===== src/rtl/irq_ctrl_if.sv =====
`default_nettype none
// ============================================================================
// Module      : irq_ctrl_if
// Description : Signal bundle between the peripherals/CPU and irq_ctrl.
//               The slave modport is the controller; the master modport is the
//               system side that drives requests, mask writes, ack and eoi.
// Revision    : 1.0  initial release
// ============================================================================
interface irq_ctrl_if #(
    parameter int NUM_SRC = 4,
    parameter int ID_W    = 2
);
    logic [NUM_SRC-1:0] src;
    logic               mask_we;
    logic [NUM_SRC-1:0] mask_din;
    logic               int_ack;
    logic               eoi;
    logic               int_req;
    logic [ID_W-1:0]    active_id;
    logic               active_valid;
    logic               spurious;
    logic [NUM_SRC-1:0] pending_out;
    logic               timeout_err;

    modport master (
        output src, mask_we, mask_din, int_ack, eoi,
        input  int_req, active_id, active_valid, spurious, pending_out, timeout_err
    );

    modport slave (
        input  src, mask_we, mask_din, int_ack, eoi,
        output int_req, active_id, active_valid, spurious, pending_out, timeout_err
    );
endinterface
`default_nettype wire


===== src/rtl/irq_ctrl.sv =====
`default_nettype none
// ============================================================================
// Module      : irq_ctrl
// Description : Edge-triggered, maskable interrupt requester for a single CPU
//               `int` line. Lowest eligible index wins; the winning ID is
//               latched on int_ack and held until eoi.
//               Optional macro IRQ_ACK_TIMEOUT_EN builds an ack-timeout
//               counter that drops int_req and sets a sticky timeout_err.
// Revision    : 1.0  initial release
// ============================================================================
module irq_ctrl #(
    parameter int NUM_SRC     = 4,
    parameter int ID_W        = 2,
    parameter int ACK_TIMEOUT = 16
) (
    input  logic          clk_i,
    input  logic          rst_ni,
    irq_ctrl_if.slave     bus
);

    typedef enum logic [1:0] {
        ST_IDLE    = 2'd0,
        ST_REQ     = 2'd1,
        ST_SERVICE = 2'd2
    } state_t;

    state_t             state_q, state_d;
    logic [NUM_SRC-1:0] src_q;
    logic [NUM_SRC-1:0] pending_q, pending_d;
    logic [NUM_SRC-1:0] mask_q, mask_d;
    logic [ID_W-1:0]    active_id_q, active_id_d;
    logic               active_valid_q, active_valid_d;
    logic               spurious_q, spurious_d;

    logic [NUM_SRC-1:0] w_edge;
    logic [NUM_SRC-1:0] w_eligible;
    logic [NUM_SRC-1:0] w_win_onehot;
    logic [NUM_SRC-1:0] w_clr;
    logic [ID_W-1:0]    w_win_id;
    logic               w_any;
    logic               w_tmo_hit;

    assign w_edge     = bus.src & ~src_q;
    assign w_eligible = pending_q & ~mask_q;
    assign w_any      = |w_eligible;
    // Isolate the lowest set bit: x & -x.
    assign w_win_onehot = w_eligible & (~w_eligible + {{(NUM_SRC-1){1'b0}}, 1'b1});

    // Lowest-index priority encoder over the eligible set.
    always_comb begin
        w_win_id = '0;
        for (int i = NUM_SRC - 1; i >= 0; i--) begin
            if (w_eligible[i]) begin
                w_win_id = ID_W'(i);
            end
        end
    end

    // FSM next-state and service-record updates; ack beats eoi in REQ, eoi is the
    // only exit from SERVICE so a coincident ack there is naturally ignored.
    always_comb begin
        state_d        = state_q;
        active_id_d    = active_id_q;
        active_valid_d = active_valid_q;
        spurious_d     = spurious_q;
        w_clr          = '0;
        case (state_q)
            ST_IDLE: begin
                if (w_any) begin
                    state_d = ST_REQ;
                end
            end
            ST_REQ: begin
                if (bus.int_ack) begin
                    if (w_any) begin
                        active_id_d    = w_win_id;
                        active_valid_d = 1'b1;
                        spurious_d     = 1'b0;
                        w_clr          = w_win_onehot;
                    end else begin
                        active_valid_d = 1'b0;
                        spurious_d     = 1'b1;
                    end
                    state_d = ST_SERVICE;
                end else if (!w_any) begin
                    state_d = ST_IDLE;
                end else if (w_tmo_hit) begin
                    state_d = ST_IDLE;
                end
            end
            ST_SERVICE: begin
                if (bus.eoi) begin
                    active_valid_d = 1'b0;
                    state_d        = ST_IDLE;
                end
            end
            default: begin
                state_d = ST_IDLE;
            end
        endcase
    end

    // Pending: a new edge wins over a same-cycle clear; mask never touches pending.
    always_comb begin
        pending_d = (pending_q & ~w_clr) | w_edge;
        mask_d    = bus.mask_we ? bus.mask_din : mask_q;
    end

    // Main state register.
    always_ff @(posedge clk_i or negedge rst_ni) begin
        if (!rst_ni) begin
            state_q        <= ST_IDLE;
            src_q          <= '0;
            pending_q      <= '0;
            mask_q         <= '0;
            active_id_q    <= '0;
            active_valid_q <= 1'b0;
            spurious_q     <= 1'b0;
        end else begin
            state_q        <= state_d;
            src_q          <= bus.src;
            pending_q      <= pending_d;
            mask_q         <= mask_d;
            active_id_q    <= active_id_d;
            active_valid_q <= active_valid_d;
            spurious_q     <= spurious_d;
        end
    end

`ifdef IRQ_ACK_TIMEOUT_EN
    logic [7:0] tmo_cnt_q, tmo_cnt_d;
    logic       timeout_err_q, timeout_err_d;

    // The count equals the number of completed cycles spent in REQ.
    assign w_tmo_hit = (state_q == ST_REQ) && (tmo_cnt_q == 8'(ACK_TIMEOUT - 1));

    // Counter restarts whenever REQ is left; the error flag is sticky.
    always_comb begin
        tmo_cnt_d     = ((state_q == ST_REQ) && (state_d == ST_REQ)) ? tmo_cnt_q + 8'd1 : 8'd0;
        timeout_err_d = timeout_err_q | (w_tmo_hit && !bus.int_ack && w_any);
    end

    // Timeout counter and sticky flag registers.
    always_ff @(posedge clk_i or negedge rst_ni) begin
        if (!rst_ni) begin
            tmo_cnt_q     <= 8'd0;
            timeout_err_q <= 1'b0;
        end else begin
            tmo_cnt_q     <= tmo_cnt_d;
            timeout_err_q <= timeout_err_d;
        end
    end

    assign bus.timeout_err = timeout_err_q;
`else
    // Without the counter the limit is meaningless; REQ waits for ack forever.
    logic unused_tmo_cfg;
    assign unused_tmo_cfg  = (ACK_TIMEOUT == 0);
    assign w_tmo_hit       = 1'b0;
    assign bus.timeout_err = 1'b0;
`endif

    // int_req comes straight from the registered state, so it is glitch-free.
    assign bus.int_req      = (state_q == ST_REQ);
    assign bus.active_id    = active_id_q;
    assign bus.active_valid = active_valid_q;
    assign bus.spurious     = spurious_q;
    assign bus.pending_out  = pending_q;

endmodule
`default_nettype wire


===== src/flat_wrapper.sv =====
// flat-port wrapper written by rule: the top's interface ports become plain ports
module irq_ctrl_flat 
#(
    parameter int NUM_SRC     = 4,
    parameter int ID_W        = 2,
    parameter int ACK_TIMEOUT = 16
)
  (clk_i, rst_ni, bus_src, bus_mask_we, bus_mask_din, bus_int_ack, bus_eoi, bus_int_req, bus_active_id, bus_active_valid, bus_spurious, bus_pending_out, bus_timeout_err);
  irq_ctrl_if #(.NUM_SRC(NUM_SRC), .ID_W(ID_W)) bus_i ();
  input  logic clk_i;
  input  logic rst_ni;
  input wire logic [$bits(bus_i.src)-1:0] bus_src;
  input wire logic [$bits(bus_i.mask_we)-1:0] bus_mask_we;
  input wire logic [$bits(bus_i.mask_din)-1:0] bus_mask_din;
  input wire logic [$bits(bus_i.int_ack)-1:0] bus_int_ack;
  input wire logic [$bits(bus_i.eoi)-1:0] bus_eoi;
  output wire logic [$bits(bus_i.int_req)-1:0] bus_int_req;
  output wire logic [$bits(bus_i.active_id)-1:0] bus_active_id;
  output wire logic [$bits(bus_i.active_valid)-1:0] bus_active_valid;
  output wire logic [$bits(bus_i.spurious)-1:0] bus_spurious;
  output wire logic [$bits(bus_i.pending_out)-1:0] bus_pending_out;
  output wire logic [$bits(bus_i.timeout_err)-1:0] bus_timeout_err;
  assign bus_i.src = bus_src;
  assign bus_i.mask_we = bus_mask_we;
  assign bus_i.mask_din = bus_mask_din;
  assign bus_i.int_ack = bus_int_ack;
  assign bus_i.eoi = bus_eoi;
  assign bus_int_req = bus_i.int_req;
  assign bus_active_id = bus_i.active_id;
  assign bus_active_valid = bus_i.active_valid;
  assign bus_spurious = bus_i.spurious;
  assign bus_pending_out = bus_i.pending_out;
  assign bus_timeout_err = bus_i.timeout_err;
  irq_ctrl #(.NUM_SRC(NUM_SRC), .ID_W(ID_W), .ACK_TIMEOUT(ACK_TIMEOUT)) u_core (.clk_i(clk_i), .rst_ni(rst_ni), .bus(bus_i));
endmodule

===== config.mk =====
export PLATFORM = sky130hd
export DESIGN_NAME = irq_ctrl_flat
export DESIGN_NICKNAME = d
export VERILOG_FILES = /design/src/rtl/irq_ctrl_if.sv /design/src/rtl/irq_ctrl.sv /design/src/flat_wrapper.sv
export SDC_FILE = /design/constraint.sdc
export NUM_CORES = 1
export LEC_CHECK = 0
export ABC_AREA = 1
export CAP_MARGIN = 5
export CORE_ASPECT_RATIO = 0.75
export CORE_MARGIN = 2
export CORE_UTILIZATION = 35
export DETAILED_ROUTE_END_ITERATION = 8
export SYNTH_ARGS = -nofsm -noshare
export SYNTH_HDL_FRONTEND = slang
export SYNTH_SLANG_ARGS = --single-unit
export TNS_END_PERCENT = 50

===== constraint.sdc =====
create_clock -name clk_i -period 1.4 [get_ports clk_i]
set_input_delay 0.28 -clock clk_i [delete_from_list [all_inputs] [get_ports clk_i]]
set_output_delay 0.28 -clock clk_i [all_outputs]
set_load 0.1 [all_outputs]

==> impl_metrics.json <==
{
  "outcome": "finished clean",
  "grt_pass1_vias": 604,
  "synth_top_family_by_area": "simple AND/OR/NAND/NOR gates",
  "yosys-top-cells-area": "dfrtp_1 (56%), nand2_1 (11%), inv_1 (6.1%)",
  "netlist_area_sq_um": 806,
  "ff_latch_area_sq_um": 455,
  "critical_path.max_fanout": 2,
  "die_area_sq_um": 2710,
  "multi_input_area_sq_um": 288,
  "totalWireLength_mm": 1.47,
  "hold_path.class": "in2async",
  "finalNetCount": 131,
  "critPathSlowestCell": "dfrtp_1",
  "grt_use_total_pct": 13.1,
  "num_vias": 639,
  "fp.coreArea_sq_um": 2230,
  "r2r_slack_ps": 200,
  "power_density_nw_per_um2": 2390,
  "grt_max_degree": 19,
  "grt_first_pass_wirelength_mm": 2.53,
  "drcViolationCount": 0,
  "synth-simple-area-share_pct": 25.6,
  "ys_types": 17,
  "n_antenna_cell": 0,
  "io_pins": 23,
  "seq_power_share_pct": 27.5,
  "cts_tree": "done",
  "dr.max_layer_used": "met4",
  "finalWeightedCongestion": 0.767,
  "hpwlAfterDp_mm": 1.16,
  "final_common_cell": "nand2_1",
  "endpoint_kind": "output port",
  "leakagePower_nw": 0.628,
  "post-route-util_pct": 54.8,
  "dr.pass1.iters": 4,
  "cts.path.max_buffers": 2,
  "cts_max_level": 1,
  "switching_share_pct": 49.5,
  "synth_top_area_share_pct": 55.9,
  "rsz0062_at_grt": "yes",
  "die_y_microns": 45.6,
  "layout-drive-gt1-share_pct": 33.3,
  "ys_ff_latch": 18,
  "yosysWarnings": 0,
  "setup_viol_count_final": 0,
  "root_buffer": "clkbuf_4",
  "drv_cap": 0,
  "antenna_found_initial": 0,
  "fillers": 211,
  "wl_met3_microns": 125,
  "muxShareOfSynthArea_pct": 0,
  "skew_ps": 9.81,
  "critPathTopFamily": "flip-flops",
  "synth.net_count": 100,
  "start_kind": "register",
  "antenna_left": 0,
  "postSynthCellCount": 87,
  "start_util_pct": 36.1,
  "power_switching_w": 0.00145,
  "criticalPathCategory": "reg2out",
  "wl_met1_microns": 692,
  "combPwrFrac_pct": 61.6,
  "vias_per_cell": 4.50,
  "clock-sinks": 18,
  "overflow": 0,
  "synth-compound-area-share_pct": 9.01,
  "synth.avg_cell_area_sq_um": 9.26,
  "numCtsBuffers": 3,
  "layout_common_cells": "nand2_1 (24), dfrtp_1 (14), clkdlybuf4s50_1 (12)",
  "clk_latency_ps": 290,
  "routed-wl-met2_microns": 644,
  "drtIter0Drc": 7,
  "finalSetupTns_ps": 0,
  "placed_cell_area_sq_um": 1150,
  "portBuffers": 21,
  "p_int_w": 0.00148,
  "placementRows": 15,
  "clockPowerShare_pct": 10.9,
  "crit_required_ps": 1120,
  "synth_top_cell_by_area": "dfrtp_1",
  "period_needed_ps": 1380,
  "min_period_over_period_pct": 98.7,
  "ir_worst_vdd_mv": 1.22,
  "arrival_ps": 1100,
  "cp_num_buf_inv": 2,
  "slew_viol_final": 0,
  "cts_hold_buf": 0,
  "ys_seq_area_share_pct": 55.9,
  "synth_xor_area_share_pct": 0,
  "synthAdderAreaFrac_pct": 0,
  "wl_per_cell_microns": 10.4,
  "hold_viol": 0,
  "path_cells": "nand2_4 -> clkinvlp_4 -> buf_12",
  "clk_pin_slew_ps": 110,
  "final_area_sq_um": 1220,
  "area_growth_pct": 52.0,
  "critPathMaxStageDelay_ps": 430,
  "die_x_microns": 59.4,
  "fmax_ghz": 0.724
}
kinds of logic (layout without fill, tap and decap cells):
logic type,Yosys count,after routing
compound gates,11,11
other cells,1,1
buf+inv,17,47
simple gates,40,40
flops,18,18
path summary, 6_finish.rpt:
check                             startpoint                         to  depth (start not counted)
min reg2reg                  u_core.src_q[1]  u_core.bus.pending_out[1]                          1
max in group asynchronous             rst_ni  u_core.bus.pending_out[0]                          2
min in group clk_i           u_core.src_q[1]  u_core.bus.pending_out[1]                          1
max reg2reg                u_core.state_q[1]  u_core.bus.pending_out[0]                          7
min                                   rst_ni            u_core.src_q[3]                          2
max                        u_core.state_q[0]                bus_int_req                          3
cell usage after synthesis:
library cell	n
nor2_8	1
nand2_4	3
o21a_1	1
nand2_2	3
inv_4	2
nor2_1	3
nand3_1	4
buf_4	1
nand2_1	24
conb_1	1
nand4_1	2
dfrtp_1	18
o21ai_2	4
inv_1	13
o21ai_1	2
o21ai_0	4
inv_2	1
worst register-to-register path: stages (launching register included):
cell	delay, ps
dfrtp_1	410
inv_2	80
nand2_4	50
buf_4	150
nor2_8	150
inv_4	60
o21ai_2	100
o21ai_1	80
per-stage QoR:
| stage | hold WS, ps | std cells | total power [W] | setup WS, ps |
|---|---|---|---|---|
| 2_1_floorplan | -15.6 | 87 | 0.00190 | 14.8 |
| 4_1_cts | 302 | 141 | 0.00293 | 13.0 |
| 6_report | 296 | 142 | 0.00293 | 18.4 |
| 3_5_place_dp | 401 | 134 | 0.00252 | -28.0 |
| 5_1_grt | 303 | 142 | 0.00308 | -34.3 |
| 3_3_place_gp | 396 | 134 | 0.00250 | 7.47 |
metal layers:
| layer | global-route usage, % | up-vias |
|---|---|---|
| li1 | - | 327 |
| met1 | 16.5 | 290 |
| met2 | 20.0 | 20 |
| met4 | 4.09 | 0 |
| met3 | 6.25 | 2 |
| met5 | 0 | - |
state kept, by name, indices dropped and copies added, names as in the netlist:
signal,cells
u_core.bus.pending_out,4
u_core.mask_q,4
u_core.state_q,2
u_core.bus.spurious,1
u_core.src_q,4
u_core.bus.active_valid,1
u_core.bus.active_id,2
final cells by class:
| cell class | count | share of cell area [%] |
|---|---|---|
| clock buffers | 4 | 2.96 |
| inverters | 16 | 5.62 |
| multi-input cells | 52 | 23.5 |
| flip-flops and latches | 18 | 37.2 |
| well taps | 25 | 2.55 |
| repair buffers | 27 | 28.2 |
timing repair:
action	4_1_cts	5_1_grt
endpoints found under the setup margin	1	1
resized for setup	2	0
buffers inserted	3	1
pin swaps	1	1
power groups by stage:
stage	sequential (W)	combinational (W)	clock, W
after floorplan	0.00138	0.000521	0
after global routing	0.000826	0.00190	0.000354
after CTS	0.000809	0.00179	0.000330
after global placement	0.000808	0.00169	0
after detailed placement	0.000817	0.00170	0
final	0.000807	0.00180	0.000319
Power figures use the tool's default switching activity.
